## config.mk

```make
export PLATFORM = sky130hd
export DESIGN_NAME = traffic_phase_ctrl
export DESIGN_NICKNAME = d
export VERILOG_FILES = /design/src/rtl/traffic_pkg.sv /design/src/rtl/phase_timer.sv /design/src/rtl/traffic_phase_ctrl.sv
export SDC_FILE = /design/constraint.sdc
export NUM_CORES = 1
export LEC_CHECK = 0
export ABC_AREA = 1
export CAP_MARGIN = 30
export CORE_MARGIN = 8
export CORE_UTILIZATION = 49
export CTS_BUF_LIST = sky130_fd_sc_hd__clkbuf_8
export DETAILED_ROUTE_END_ITERATION = 12
export PLACE_DENSITY = 0.79
export SYNTH_ARGS = -nofsm -noshare
export SYNTH_HDL_FRONTEND = slang
export SYNTH_HIERARCHICAL = 1
export SYNTH_SLANG_ARGS = --single-unit
export TNS_END_PERCENT = 10
```

## constraint.sdc

```tcl
create_clock -name clk -period 2.74 [get_ports clk]
set_input_delay 0.411 -clock clk [delete_from_list [all_inputs] [get_ports clk]]
set_output_delay 0.411 -clock clk [all_outputs]
set_load 0.01 [all_outputs]
```

## src/rtl/traffic_pkg.sv

```systemverilog
// traffic_pkg: shared phase encoding and lamp constants for the intersection
// phase sequencer (traffic_phase_ctrl and its phase_timer).
package traffic_pkg;

  // Phases the sequencer walks through, in service order
  typedef enum logic [2:0] {
    MAIN_GO,
    MAIN_YEL,
    WALK,
    SIDE_GO,
    SIDE_YEL
  } phase_e;

  // One-hot lamp encodings, bit order {R,Y,G}
  localparam logic [2:0] LAMP_R = 3'b100;
  localparam logic [2:0] LAMP_Y = 3'b010;
  localparam logic [2:0] LAMP_G = 3'b001;

  // Lamp pattern {main, side, walk} shown while in a given phase.
  // Unused encodings fall back to the safe MAIN_GO pattern so the lamps are
  // never dark or two-coloured.
  function automatic logic [6:0] phase_lamps(input phase_e p);
    case (p)
      MAIN_GO:  return {LAMP_G, LAMP_R, 1'b0};
      MAIN_YEL: return {LAMP_Y, LAMP_R, 1'b0};
      WALK:     return {LAMP_R, LAMP_R, 1'b1};
      SIDE_GO:  return {LAMP_R, LAMP_G, 1'b0};
      SIDE_YEL: return {LAMP_R, LAMP_Y, 1'b0};
      default:  return {LAMP_G, LAMP_R, 1'b0};
    endcase
  endfunction

endpackage

```

## src/rtl/phase_timer.sv

```systemverilog
// phase_timer: down-counter measuring the length of the current phase.
// Loaded with (length - 1) when a phase begins; expire is high on the last
// cycle of the phase, i.e. while the count sits at zero.
module phase_timer #(
  parameter int                CNT_W     = 8,
  parameter logic [CNT_W-1:0]  RESET_VAL = '0
) (
  input  logic             clk,
  input  logic             reset_n,
  input  logic             load,
  input  logic [CNT_W-1:0] load_val,
  output logic             expire
);

  logic [CNT_W-1:0] count_q;
  logic [CNT_W-1:0] count_d;

  // Reload on phase entry, otherwise count down and park at zero
  always_comb begin
    count_d = count_q;
    if (load) begin
      count_d = load_val;
    end else if (count_q != '0) begin
      count_d = count_q - CNT_W'(1);
    end
  end

  // Count register; reset leaves the first phase's full length loaded
  always_ff @(posedge clk or negedge reset_n) begin
    if (!reset_n) begin
      count_q <= RESET_VAL;
    end else begin
      count_q <= count_d;
    end
  end

  assign expire = (count_q == '0);

endmodule

```

## src/rtl/traffic_phase_ctrl.sv

```systemverilog
// traffic_phase_ctrl: intersection phase sequencer.
// Cycles main/side lamps through green and yellow, inserts an all-red WALK
// phase when the walk register holds a request at the end of main yellow,
// and clears that register with a one-cycle wr_reset pulse on WALK entry.
// Optional feature macro: TRAFFIC_SENSOR_EXTEND_EN -- when defined, a car
// seen on the sensor during the first SIDE_GO cycle stretches side green by
// T_EXT cycles. When undefined the sensor port is kept but ignored.
module traffic_phase_ctrl
  import traffic_pkg::*;
#(
  parameter int T_BASE = 8,
  parameter int T_YEL  = 3,
  parameter int T_EXT  = 4,
  parameter int CNT_W  = 8
) (
  input  logic       clk,
  input  logic       reset_n,
  input  logic       wr,
  input  logic       sensor,
  output logic [2:0] main_light,
  output logic [2:0] side_light,
  output logic       walk,
  output logic       wr_reset
);

  // Refuse to elaborate with durations the timer cannot represent
  if (T_BASE < 1 || T_YEL < 1 || T_EXT < 1 || CNT_W < 1 ||
      (longint'(T_BASE) + longint'(T_EXT)) > (longint'(1) << CNT_W)) begin : g_bad_params
    $error("traffic_phase_ctrl: durations must be >= 1 and T_BASE+T_EXT <= 2**CNT_W");
  end

  // Timer load values are phase length minus one
  localparam logic [CNT_W-1:0] LEN_BASE = CNT_W'(T_BASE - 1);
  localparam logic [CNT_W-1:0] LEN_YEL  = CNT_W'(T_YEL - 1);
  localparam logic [CNT_W-1:0] LEN_WALK = CNT_W'(T_EXT - 1);

  phase_e           state_q;
  phase_e           state_d;
  logic             expire;
  logic             ext_load;
  logic             timer_load;
  logic [CNT_W-1:0] load_val;

  logic [2:0]       main_light_q;
  logic [2:0]       main_light_d;
  logic [2:0]       side_light_q;
  logic [2:0]       side_light_d;
  logic             walk_q;
  logic             walk_d;
  logic             wr_reset_q;
  logic             wr_reset_d;

`ifdef TRAFFIC_SENSOR_EXTEND_EN
  // Entry cycle of SIDE_GO has already used one cycle of the base count,
  // so the reload covers the remaining T_BASE+T_EXT-1 cycles.
  localparam logic [CNT_W-1:0] LEN_SIDE_EXT = CNT_W'(T_BASE + T_EXT - 2);

  logic entry_q;
  logic entry_d;

  // Flag the first cycle of every phase so the sensor is sampled exactly once
  always_comb begin
    entry_d = (state_d != state_q);
  end

  // Entry flag register
  always_ff @(posedge clk or negedge reset_n) begin
    if (!reset_n) begin
      entry_q <= 1'b0;
    end else begin
      entry_q <= entry_d;
    end
  end

  // Stretch side green when a car is waiting as side green begins
  always_comb begin
    ext_load = (state_q == SIDE_GO) && entry_q && sensor;
  end
`else
  logic unused_sensor;

  assign unused_sensor = sensor;
  assign ext_load      = 1'b0;
`endif

  // State register
  always_ff @(posedge clk or negedge reset_n) begin
    if (!reset_n) begin
      state_q <= MAIN_GO;
    end else begin
      state_q <= state_d;
    end
  end

  // Next-state: advance when the phase timer runs out, unless side green
  // is being stretched in that same cycle
  always_comb begin
    state_d = state_q;
    if (expire && !ext_load) begin
      case (state_q)
        MAIN_GO:  state_d = MAIN_YEL;
        MAIN_YEL: state_d = wr ? WALK : SIDE_GO;
        WALK:     state_d = SIDE_GO;
        SIDE_GO:  state_d = SIDE_YEL;
        SIDE_YEL: state_d = MAIN_GO;
        default:  state_d = MAIN_GO;
      endcase
    end
  end

  // Timer reload: length of the phase being entered, or the stretched side green
  always_comb begin
    timer_load = (state_d != state_q) || ext_load;
    case (state_d)
      MAIN_GO,
      SIDE_GO:  load_val = LEN_BASE;
      MAIN_YEL,
      SIDE_YEL: load_val = LEN_YEL;
      WALK:     load_val = LEN_WALK;
      default:  load_val = LEN_BASE;
    endcase
`ifdef TRAFFIC_SENSOR_EXTEND_EN
    if (ext_load) begin
      load_val = LEN_SIDE_EXT;
    end
`endif
  end

  phase_timer #(
    .CNT_W     (CNT_W),
    .RESET_VAL (LEN_BASE)
  ) u_phase_timer (
    .clk      (clk),
    .reset_n  (reset_n),
    .load     (timer_load),
    .load_val (load_val),
    .expire   (expire)
  );

  // Output decode from the next state so lamps switch on the same edge as the state
  always_comb begin
    {main_light_d, side_light_d, walk_d} = phase_lamps(state_d);
    wr_reset_d = (state_d == WALK) && (state_q != WALK);
  end

  // Output registers; reset shows main green with side red
  always_ff @(posedge clk or negedge reset_n) begin
    if (!reset_n) begin
      main_light_q <= LAMP_G;
      side_light_q <= LAMP_R;
      walk_q       <= 1'b0;
      wr_reset_q   <= 1'b0;
    end else begin
      main_light_q <= main_light_d;
      side_light_q <= side_light_d;
      walk_q       <= walk_d;
      wr_reset_q   <= wr_reset_d;
    end
  end

  assign main_light = main_light_q;
  assign side_light = side_light_q;
  assign walk       = walk_q;
  assign wr_reset   = wr_reset_q;

endmodule

```

## Word level (Yosys, flattened, before mapping)

Index checks and enable logic that the tools add are counted.

- $add $sub $neg: 1
- Equal/unequal tests: 9
- Muxes and demuxes: 7
- Reductions and logical operators: 6

Operator list:

| cell | number |
|---|---|
| 7-bit case mux with 4 select lines | 1 |
| 8-bit 2-to-1 mux | 2 |
| 3-bit by 2-bit == test with 1-bit output (second input constant) | 4 |
| 3-bit case mux with 4 select lines | 1 |
| 8-bit logical NOT | 1 |
| 8-bit nonzero test | 1 |
| 8-bit by 1-bit subtractor with 8-bit output (second input constant) | 1 |
| 3-bit by 1-bit == test with 1-bit output (second input constant) | 2 |
| 3-bit case mux with 2 select lines | 1 |
| 3-bit == test (second input constant) | 1 |
| 3-bit logical NOT | 1 |
| 3-bit 2-to-1 mux | 1 |
| 3-bit by 2-bit inequality test with 1-bit output (second input constant) | 1 |
| 3-bit inequality test | 1 |
| 2-bit nonzero test | 1 |
| 2-bit OR reduction | 1 |
| 1-bit logical AND | 1 |
| 1-bit 2-to-1 mux | 1 |

- Flip-flop bits (word level): 19
- Input bits: 4
- Output and inout port bits: 8
- Logic and storage cells: 29

## Longest topological paths before layout

Gate-level depths: netlist of the first run.

- Depth in word-level cells: 7
- Mapped depth: 16
- Gate-level depth less buffers: 16

## Cells and area by module

Netlist of the first run, hierarchy kept.

Modules (own cells, without submodules):

| module | instances | cells each | area each (µm²) | sequential area each (µm²) |
|---|---|---|---|---|
| phase_timer | 1 | 71 | 516.7 | 203.9 |
| traffic_phase_ctrl | 1 | 50 | 447.9 | 277.8 |

## Worst setup path after synthesis of the first run

OpenSTA, ideal clock, no wires.

- Kind: register to register
- Start: register u_phase_timer.count_q[0]
- End: register u_phase_timer.count_q[0]
- Setup time: 0.077 ns
- Data arrival time: 1.704 ns
- Slack: 0.959 ns
- Cell stages (with the launch flop): 15
- Path buffers: 0
- Path through: dfstp_2 inv_1 ha_1 nand2_2 nor2_4 nand3_1 nand2_1 nand2_1 nand3_1 nand2_1 inv_1 nand2_1 o21ai_0 nand2_1 o21ai_2

- Longest elaborated chain between the ends: 6

Ends and longest elaborated chain:

| what | line | RTL |
|---|---|---|
| from (decl) | phase_timer.sv:15 | `logic [CNT_W-1:0] count_q;` |
| from (signal assigned) | phase_timer.sv:33 | `count_q <= count_d;` |
| 8-bit logical NOT (*) | phase_timer.sv:37 | `assign expire = (count_q == '0);` |
| net expire | traffic_phase_ctrl.sv:39 | `logic expire;` |
| 3-bit 2-to-1 mux (*) | traffic_phase_ctrl.sv:99 | `if (expire && !ext_load) begin` |
| 3-bit by 1-bit == test with 1-bit output / 3-bit == test (equally long branches) | traffic_phase_ctrl.sv:114 | `case (state_d)` |
| 2-bit OR reduction | traffic_phase_ctrl.sv:114 |  |
| 3-bit case mux with 2 select lines (*) | traffic_phase_ctrl.sv:114 |  |
| net load_val[0] | traffic_phase_ctrl.sv:42 | `logic [CNT_W-1:0] load_val;` |
| 8-bit 2-to-1 mux (*) | phase_timer.sv:21 | `if (load) begin` |

The timed path passes the listed nets; every way through them passes the cells marked *. The select of a mux whose other input is x is not followed.
A chain may end at the register's enable or synchronous reset.

## Worst setup path after layout of the first run

Same ends and word-level chain as after synthesis.

==> flow_metrics.py, run 1 <==
metrics = {
    "drt": {
        "met2WireLength_um": 942,
        "wl_per_cell_um": 10.50,
        "drc_errors": 0,
        "wl_met1_um": 677,
        "via_per_inst": 4.745,
        "first_pass_iters": 4,
        "vias": 783,
        "wl_mm": 1.732,
        "highest_layer": "met4",
        "wl_met3_um": 83,
        "drtIter0Drc": 19,
        "final_antenna_net_count": 0,
    },
    "yosys": {
        "synth-edff-count": 0,
        "synth_area_leaders": "dfrtp_1 36%, dfstp_2 14%, nand2_1 14%",
        "syn-mean-instance-area_um2": 7.973,
        "async_flop_share_pct": 100.0,
        "synth_ff_type": "dfrtp_1",
        "ys_seq_elements": 19,
        "yosysSeqAreaShare_pct": 49.94,
        "yosys.area.top_type_share_pct": 36.32,
        "syn_area_um2": 964.7,
        "synth.distinct_cells": 23,
        "synth_most_common_cell": "nand2_1",
        "synth_top_area_cell": "dfrtp_1",
        "netlist_instances": 121,
        "synth_common_cells": "35 x nand2_1, 14 x dfrtp_1, 14 x inv_1",
        "ys_warn_count": 6,
    },
    "worst_setup_path": {
        "rr_endpoint": "u_phase_timer/count_q[0]$_DFFE_PN1P_",
        "arrival_ns": 2.13,
        "cp_max_fo": 5,
        "reg2reg_slack_ns": 0.80,
        "r2r_cells": 14,
        "required_ns": 2.92,
        "cp-end-kind": "register",
        "critPathLaunchType": "register",
        "path_class": "register to register",
        "rr_startpoint": "u_phase_timer/count_q[0]$_DFFE_PN1P_",
    },
    "timing": {
        "fin_crit_ns": 1.942,
        "max_freq_mhz": 515.0,
        "relSlewSlack_pct": 45.53,
        "finalSetupViolCount": 0,
        "rsz0062_at_grt": "false",
        "slew_violations": 0,
        "worst_slew_pin_slew_ns": 0.8144,
        "hold_viol_final": 0,
        "fin_worst_skew_ns": 0.002700,
        "fin_tns_setup_ns": 0,
        "hold_slack_ns": 0.5088,
        "period_share_pct": 70.86,
    },
    "floorplan": {
        "die_w_um": 60.37,
        "die_h_um": 60.37,
        "start_util_pct": 50.72,
        "core_um2": 1902,
        "rows": 16,
        "pin_count": 12,
        "die-area_um2": 3645,
    },
    "cts": {
        "clockBufferDepth": 2,
        "post-cts-setup-buffers": 0,
        "cts.sinks": 19,
        "h-tree-depth": 1,
        "hold_buffers": 0,
        "clock-root-buffer": "clkbuf_8",
        "cts_resized": 0,
        "cts_made_buffers": 3,
        "clock_latency_ns": 0.25,
        "cts_tree": "yes",
        "clkTransAtPathRegs_ns": 0.07,
    },
    "min_path": {
        "min_path_cells": 2,
        "hold_start": "u_phase_timer/count_q[1]$_DFFE_PN1P_",
        "min_to": "u_phase_timer/count_q[1]$_DFFE_PN1P_",
        "min_path_type": "register to register",
    },
    "grt": {
        "first_global_vias": 771,
        "grt_util_all_layers_pct": 11.25,
        "grt_max_degree": 20,
        "antenna_found_initial": 0,
        "overflow": 0,
        "grt_pass1_wl_mm": 3.049,
    },
    "place": {
        "dpl.cell_count": 161,
        "place_area_um2": 1107,
        "numPortBuffers": 10,
        "gp_congestion": 0.8049,
        "dp_hpwl_mm": 1.331,
    },
    "layout": {
        "final_net_count": 144,
        "fin_cells": 165,
        "finalInstanceArea_um2": 1154,
        "insertedDiodeCount": 0,
        "fillers": 175,
        "drive_gt1_share_pct": 18.84,
        "area_growth_pct": 19.59,
    },
    "pwr": {
        "leakage_nw": 0.5717,
        "peakVddDrop_mv": 0.3872,
        "pwr_density_cell_nw_per_um2": 413.7,
    },
    "run": {
        "cap_viol_max_count": 0,
    },
    "status": {
        "outcome": "complete, no violations",
    },
}
==> layout make-up <==
class / count / area (um2) / area share (%)
Tap cell: 27 / 33.78 / 2.928
Sequential cell: 19 / 481.7 / 41.76
Multi-Input combinational cell: 87 / 420.4 / 36.44
Clock inverter: 1 / 5.005 / 0.4338
Timing Repair Buffer: 11 / 107.6 / 9.328
Clock buffer: 3 / 41.29 / 3.579
Inverter: 17 / 63.81 / 5.531
==> cells by family (layout without fill, tap and decap cells) <==
logic type                 Yosys count  after routing  synth area share, %
adders and majority gates            1              1                1.297
xor gates and xnor gates             2              2                1.816
other                                2              6               0.7785
buffers and inverters               19             32                8.041
and+or+nand+nor                     70             70                32.56
AOI/OAI and AO/OA                    8              8                5.577
DFF                                 19             19                49.94
==> metrics by stage <==
stage / power, mW / utilization, % / setup slack [ns]
floorplan: 0.2872 / - / 0.9588
global placement: 0.2952 / 58.22 / 0.8473
detailed placement: 0.2954 / 58.22 / 0.7992
CTS: 0.4836 / 60.66 / 0.7785
global route: 0.4936 / 60.66 / 0.5346
finish: 0.4773 / 60.66 / 0.7983
==> state kept, by name, indices dropped and copies added (netlist names) <==
register,count
state_q,3
walk,1
side_light,3
u_phase_timer/count_q,8
main_light,3
wr_reset,1
==> worst max-delay path, stage by stage (launching register included) <==
cell and delay (ns):
dfstp_2 0.53, inv_1 0.07, ha_1 0.27, nand2_2 0.12
nor2_4 0.06, nand3_1 0.11, nand2_1 0.08, nand2_1 0.11
nand3_1 0.12, nand2_1 0.10, inv_1 0.04, nand2_1 0.05
o21ai_0 0.07, nand2_1 0.08, o21ai_2 0.05
==> power breakdown <==
| group | internal (mW) | total, mW | switching [mW] |
|---|---|---|---|
| registers | 0.281 | 0.281 | 0 |
| logic | 0.00264 | 0.00917 | 0.00653 |
| clock network | 0.101 | 0.187 | 0.0865 |
==> layout by cell type, fill, tap and decap left out, types with 2 or more instances in the layout <==
cell | netlist | routed
inv_1 | 14 | 14
dfrtp_1 | 14 | 14
o21ai_0 | 3 | 3
o21ai_2 | 3 | 3
nand3_1 | 9 | 9
conb_1 | 2 | 6
nor2_2 | 3 | 3
nor3_1 | 2 | 2
nand2_1 | 35 | 35
inv_2 | 3 | 3
dfstp_2 | 5 | 5
nor2_1 | 13 | 13
nand2_2 | 5 | 5
clkbuf_8 | 0 | 3
clkdlybuf4s50_1 | 0 | 10
==> how the worst max path moves through the flow <==
stage	start	end	slack, ns	cells after the start
floorplan	u_phase_timer/count_q[0]$_DFFE_PN1P_	u_phase_timer/count_q[0]$_DFFE_PN1P_	0.96	14
global placement	u_phase_timer/count_q[0]$_DFFE_PN1P_	u_phase_timer/count_q[0]$_DFFE_PN1P_	0.85	14
detailed placement	u_phase_timer/count_q[0]$_DFFE_PN1P_	u_phase_timer/count_q[0]$_DFFE_PN1P_	0.80	14
CTS	u_phase_timer/count_q[0]$_DFFE_PN1P_	u_phase_timer/count_q[0]$_DFFE_PN1P_	0.78	14
global route	u_phase_timer/count_q[0]$_DFFE_PN1P_	u_phase_timer/count_q[0]$_DFFE_PN1P_	0.53	15
finish	u_phase_timer/count_q[0]$_DFFE_PN1P_	u_phase_timer/count_q[0]$_DFFE_PN1P_	0.80	14
==> per-layer routing <==
| layer | global-route usage, % | vias to the layer above |
|---|---|---|
| met2 | 20.73 | 12 |
| met5 | 0 | - |
| met3 | 3.814 | 4 |
| li1 | - | 397 |
| met1 | 10.65 | 370 |
| met4 | 6.122 | 0 |
No activity file was read; power rests on OpenSTA's default activity.
==> inputs of run 2 (changes only) <==
- PLACE_DENSITY: 0.79 -> 0.82
- clock period: 2.74 -> 1.66 ns (I/O delays scaled with it)
==> flow_metrics.py, run 2 (synthesis gave the netlist of run 1 again) <==
metrics = {
    "worst_setup_path": {
        "critPathLaunchType": "register",
        "arrival_ns": 1.90,
        "cpMostUsedCell": "nand2_2",
        "cp-end-kind": "register",
        "crit_family": "simple AND/OR/NAND/NOR gates",
        "path_cells": "nor2_2, nand2_2, nor2_4, inv_2, nor2_1, nand2_1, nand2_2, inv_2, nand2_2, nand2_2, inv_1, nand2_1, o21ai_2, nand2_1, o21ai_2",
        "slowest_delay_ns": 0.40,
        "cpMaxStageDelayCell": "dfrtp_1",
        "path_class": "register to register",
        "cp_max_fo": 5,
        "critPathBufInv": 3,
        "required_ns": 1.85,
    },
    "drt": {
        "first_pass_iters": 4,
        "final_antenna_net_count": 0,
        "vias": 853,
        "drc_errors": 0,
        "wl_mm": 2.220,
        "drtIter0Drc": 23,
        "wl_per_cell_um": 11.94,
        "via_per_inst": 4.586,
    },
    "cts": {
        "cts_tree": "yes",
        "clkTransAtPathRegs_ns": 0.07,
        "clockBufferDepth": 2,
        "h-tree-depth": 1,
        "cts_made_buffers": 3,
        "clock_latency_ns": 0.26,
        "cts.sinks": 19,
        "clock-root-buffer": "clkbuf_8",
    },
    "layout": {
        "largest_register": "u_phase_timer/count_q",
        "final_common_cell": "nand2_1",
        "multiInputGateArea_um2": 481.7,
        "area_growth_pct": 42.67,
        "layout_common_cells": "30 x nand2_1, 21 x buf_4, 14 x dfrtp_1",
        "drive_gt1_share_pct": 40.25,
        "fin_cells": 186,
        "largest_reg_flops": 8,
        "insertedDiodeCount": 0,
        "area.sequential_um2": 481.7,
        "fillers": 141,
        "final_net_count": 165,
    },
    "grt": {
        "antenna_found_initial": 0,
        "grt_max_degree": 20,
        "overflow": 0,
        "grt_pass1_wl_mm": 3.436,
        "first_global_vias": 880,
        "grt_util_all_layers_pct": 12.77,
    },
    "floorplan": {
        "die_w_um": 60.37,
        "die-area_um2": 3645,
        "rows": 16,
        "start_util_pct": 50.72,
        "die_h_um": 60.37,
        "core_um2": 1902,
        "pin_count": 12,
    },
    "place": {
        "gp_congestion": 0.8411,
        "dp_hpwl_mm": 1.486,
        "dpl.cell_count": 173,
        "numPortBuffers": 10,
        "pre_cts_slack_ns": -0.09219,
    },
    "pwr": {
        "peakVddDrop_mv": 0.3881,
        "leakage_nw": 0.6936,
        "pwr_density_cell_nw_per_um2": 579.6,
    },
    "timing": {
        "finalSetupViolCount": 2,
        "fin_worst_skew_ns": 0.001643,
        "rsz0062_at_grt": "true",
        "period_share_pct": 102.8,
        "slew_violations": 0,
        "hold_slack_ns": 0.3237,
        "fin_crit_ns": 1.707,
        "fin_ws_ns": -0.04662,
        "hold_viol_final": 0,
        "max_freq_mhz": 586.0,
    },
    "min_path": {
        "min_path_type": "input port to async pin",
    },
    "status": {
        "outcome": "complete, but fails checks",
        "failed_checks": "negative setup slack",
    },
    "run": {
        "cap_viol_max_count": 0,
    },
}
run 2: area by class of cell:
class / instances / area share, %
Timing Repair Buffer: 32 / 19.55
Tap cell: 27 / 2.455
Multi-Input combinational cell: 87 / 35.00
Sequential cell: 19 / 35.00
Clock inverter: 1 / 0.3636
Clock buffer: 3 / 3.000
Inverter: 17 / 4.636
run 2: where the power goes:
| group | total (mW) | internal, mW | leakage [nW] | switching (mW) |
|---|---|---|---|---|
| Clock | 0.317 | 0.167 | 0.0255 | 0.150 |
| Combinational | 0.0171 | 0.00588 | 0.451 | 0.0112 |
| Sequential | 0.463 | 0.463 | 0.217 | 0 |
| Total | 0.798 | 0.636 | 0.694 | 0.161 |
run 2: worst register-to-register path: stages (launching register included):
cell,delay (ns)
dfrtp_1,0.40
nor2_2,0.15
nand2_2,0.09
nor2_4,0.20
inv_2,0.05
nor2_1,0.08
nand2_1,0.07
nand2_2,0.11
inv_2,0.05
nand2_2,0.07
nand2_2,0.06
inv_1,0.05
nand2_1,0.06
o21ai_2,0.06
nand2_1,0.08
o21ai_2,0.06
run 2: path summary, 6_finish.rpt:
kind / start / to / slack, ns / cells after the start
setup / recovery: u_phase_timer/count_q[5]$_DFFE_PN0P_ / u_phase_timer/count_q[0]$_DFFE_PN1P_ / -0.05 / 15
min in group clk: u_phase_timer/count_q[1]$_DFFE_PN1P_ / u_phase_timer/count_q[1]$_DFFE_PN1P_ / 0.59 / 3
max in group asynchronous: reset_n / u_phase_timer/count_q[0]$_DFFE_PN1P_ / 1.07 / 2
setup reg to reg: u_phase_timer/count_q[5]$_DFFE_PN0P_ / u_phase_timer/count_q[0]$_DFFE_PN1P_ / -0.05 / 15
hold reg to reg: u_phase_timer/count_q[1]$_DFFE_PN1P_ / u_phase_timer/count_q[1]$_DFFE_PN1P_ / 0.59 / 3
hold / removal: reset_n / u_phase_timer/count_q[7]$_DFFE_PN0P_ / 0.32 / 2
run 2: layer usage:
| metal | global-route usage, % | vias to the layer above | part of all wire, % |
|---|---|---|---|
| li1 | - | 439 | - |
| met1 | 10.73 | 402 | 38 |
| met2 | 26.37 | 7 | 59 |
| met3 | 2.542 | 5 | 1.8 |
| met4 | 7.143 | 0 | 1.7 |
| met5 | 0 | - | 0 |
run 2: what timing repair did:
| action | 4_1_cts | 5_1_grt |
|---|---|---|
| cloned | 0 | 0 |
| pin swaps | 11 | 8 |
| gates resized for setup | 8 | 9 |
| hold buffers | 0 | 0 |
| setup endpoints to repair | 2 | 9 |
| setup buffers | 3 | 6 |
run 2: per-stage QoR:
step / setup TNS, ns / util, % / area (um2) / total power [mW]
after global routing: -0.5383 / 72.37 / 1376 / 0.8289
final: -0.04905 / 72.37 / 1376 / 0.7977
after global placement: -0.04857 / 63.75 / 1212 / 0.4890
after detailed placement: -0.09219 / 63.75 / 1212 / 0.4892
after CTS: -0.02429 / 68.55 / 1304 / 0.8079
after floorplan: 0 / - / 994.7 / 0.4740
==> inputs of run 3 (changes only) <==
- CORE_UTILIZATION: 49 -> 51
- PLACE_DENSITY: 0.82 -> 0.84
- SETUP_SLACK_MARGIN: default -> 0.02
- TNS_END_PERCENT: 10 -> 30
==> flow_metrics.py, run 3 (synthesis gave the netlist of run 1 again) <==
metrics = {
    "pwr": {
        "switching_power_mw": 0.1604,
        "pwr_density_cell_nw_per_um2": 572.4,
        "p_total_mw": 0.7964,
        "leakage_nw": 0.6890,
        "clock_power_share_pct": 39.6,
        "internal_power_mw": 0.6360,
        "peakVddDrop_mv": 0.6061,
        "p_seq_share_pct": 58.2,
        "p_sw_share_pct": 20.14,
        "p_comb_share_pct": 2.2,
    },
    "timing": {
        "slew_violations": 0,
        "period_share_pct": 104.9,
        "fin_crit_ns": 1.741,
        "fin_worst_skew_ns": 0.005396,
        "finalSetupViolCount": 4,
        "fin_ws_ns": -0.08109,
        "hold_viol_final": 0,
        "rsz0062_at_grt": "true",
        "max_freq_mhz": 574.4,
    },
    "worst_setup_path": {
        "critPathLaunchType": "register",
        "cp-end-kind": "register",
        "required_ns": 1.85,
        "r2r_cells": 15,
        "rr_endpoint": "u_phase_timer/count_q[0]$_DFFE_PN1P_",
        "path_class": "register to register",
        "rr_startpoint": "u_phase_timer/count_q[5]$_DFFE_PN0P_",
        "cp_max_fo": 5,
        "arrival_ns": 1.93,
        "reg2reg_slack_ns": -0.08,
    },
    "layout": {
        "layout_common_cells": "26 x nand2_1, 19 x buf_4, 14 x dfrtp_1",
        "final_net_count": 163,
        "insertedDiodeCount": 0,
        "finalInstanceArea_um2": 1391,
        "fin_cells": 182,
        "area_growth_pct": 44.23,
        "drive_gt1_share_pct": 42.68,
        "largest_register": "u_phase_timer/count_q",
        "final_common_cell": "nand2_1",
        "largest_reg_flops": 8,
    },
    "drt": {
        "wl_per_cell_um": 12.55,
        "via_per_inst": 4.852,
        "first_pass_iters": 4,
        "drtIter0Drc": 18,
        "vias": 883,
        "final_antenna_net_count": 0,
        "drc_errors": 0,
        "wl_mm": 2.285,
    },
    "status": {
        "outcome": "complete, but fails checks",
        "failed_checks": "negative setup slack",
    },
    "grt": {
        "grt_max_degree": 20,
        "grt_pass1_wl_mm": 3.574,
        "overflow": 0,
        "first_global_vias": 879,
        "grt_util_all_layers_pct": 13.41,
        "antenna_found_initial": 0,
    },
    "floorplan": {
        "start_util_pct": 55.27,
        "die_h_um": 59.49,
        "die_w_um": 59.49,
        "die-area_um2": 3539,
        "pin_count": 12,
        "rows": 15,
        "core_um2": 1745,
    },
    "place": {
        "dpl.cell_count": 172,
        "place_area_um2": 1222,
        "numPortBuffers": 10,
        "pre_cts_slack_ns": -0.07727,
        "gp_congestion": 0.8295,
        "dp_hpwl_mm": 1.389,
    },
    "run": {
        "cap_viol_max_count": 0,
    },
    "cts": {
        "cts_tree": "yes",
        "hold_buffers": 0,
        "clock_latency_ns": 0.25,
        "clockBufferDepth": 2,
        "clock-root-buffer": "clkbuf_8",
        "clkTransAtPathRegs_ns": 0.07,
        "h-tree-depth": 1,
        "cts_made_buffers": 3,
        "cts.sinks": 19,
    },
    "min_path": {
        "min_path_type": "input port to async pin",
    },
}
[run 3: cell types whose count changed in the layout (fill, tap and decap cells not counted)]
cell and change:
nand2_1 -4, buf_4 -2, nand2_2 +2, nand2_4 +2, nor2_4 +2, nor2_1 -1, nor2_2 -1
[run 3: power groups by stage]
stage / combinational [mW] / sequential [mW] / clock (mW)
global placement: 0.0170 / 0.472 / 0
CTS: 0.0175 / 0.463 / 0.324
global route: 0.0214 / 0.463 / 0.340
floorplan: 0.00219 / 0.472 / 0
detailed placement: 0.0174 / 0.472 / 0
finish: 0.0178 / 0.463 / 0.315
[run 3: worst max-delay path by stage]
stage,start,end,slack (ns),cells past startpoint
floorplan,u_phase_timer/count_q[1]$_DFFE_PN1P_,u_phase_timer/count_q[0]$_DFFE_PN1P_,0.03,16
global placement,u_phase_timer/count_q[1]$_DFFE_PN1P_,u_phase_timer/count_q[0]$_DFFE_PN1P_,-0.008,14
detailed placement,u_phase_timer/count_q[4]$_DFFE_PN0P_,u_phase_timer/count_q[0]$_DFFE_PN1P_,-0.08,14
CTS,u_phase_timer/count_q[0]$_DFFE_PN1P_,u_phase_timer/count_q[0]$_DFFE_PN1P_,-0.05,16
global route,u_phase_timer/count_q[5]$_DFFE_PN0P_,u_phase_timer/count_q[0]$_DFFE_PN1P_,-0.25,15
finish,u_phase_timer/count_q[5]$_DFFE_PN0P_,u_phase_timer/count_q[0]$_DFFE_PN1P_,-0.08,15
[run 3: metrics by stage]
stage               setup TNS (ns)  hold WS (ns)  utilization (%)
finish                     -0.1382        0.3243            79.71
floorplan                        0      -0.04659                -
detailed placement        -0.08922        0.5763            70.04
CTS                       -0.07350        0.3247            75.13
global route                -1.199        0.3584            79.71
global placement         -0.008103        0.5665            70.04
[run 3: repair_timing]
item,in CTS,in global routing
setup buffers,2,4
pin swaps,7,8
resized for setup,9,15
endpoints found under the setup margin,2,12
[run 3: final cells by class]
type	instances	area [um2]
multi-input combinational	87	514.2
clock buffer	3	41.29
inverter	17	63.81
fill	103	354.1
sequential	19	481.7
timing repair buffer	30	254.0
clock inverter	1	5.005
tap	25	31.28
[run 3: layer usage]
layer  global-route usage (%)  wire (um)
met1                    14.05        943
met5                        0          0
met4                    8.503         24
met2                    22.50       1187
met3                    4.338        129
[run 3: worst max-delay path, stage by stage, from the launching register on]
cell	delay, ns
dfrtp_1	0.41
nor2_2	0.17
nand2_2	0.10
nor2_4	0.19
inv_2	0.08
nor2_4	0.08
nand2_2	0.07
nand2_4	0.11
inv_2	0.05
nand2_2	0.06
nand2_2	0.06
inv_2	0.05
nand2_2	0.05
o21ai_2	0.06
nand2_1	0.09
o21ai_2	0.06
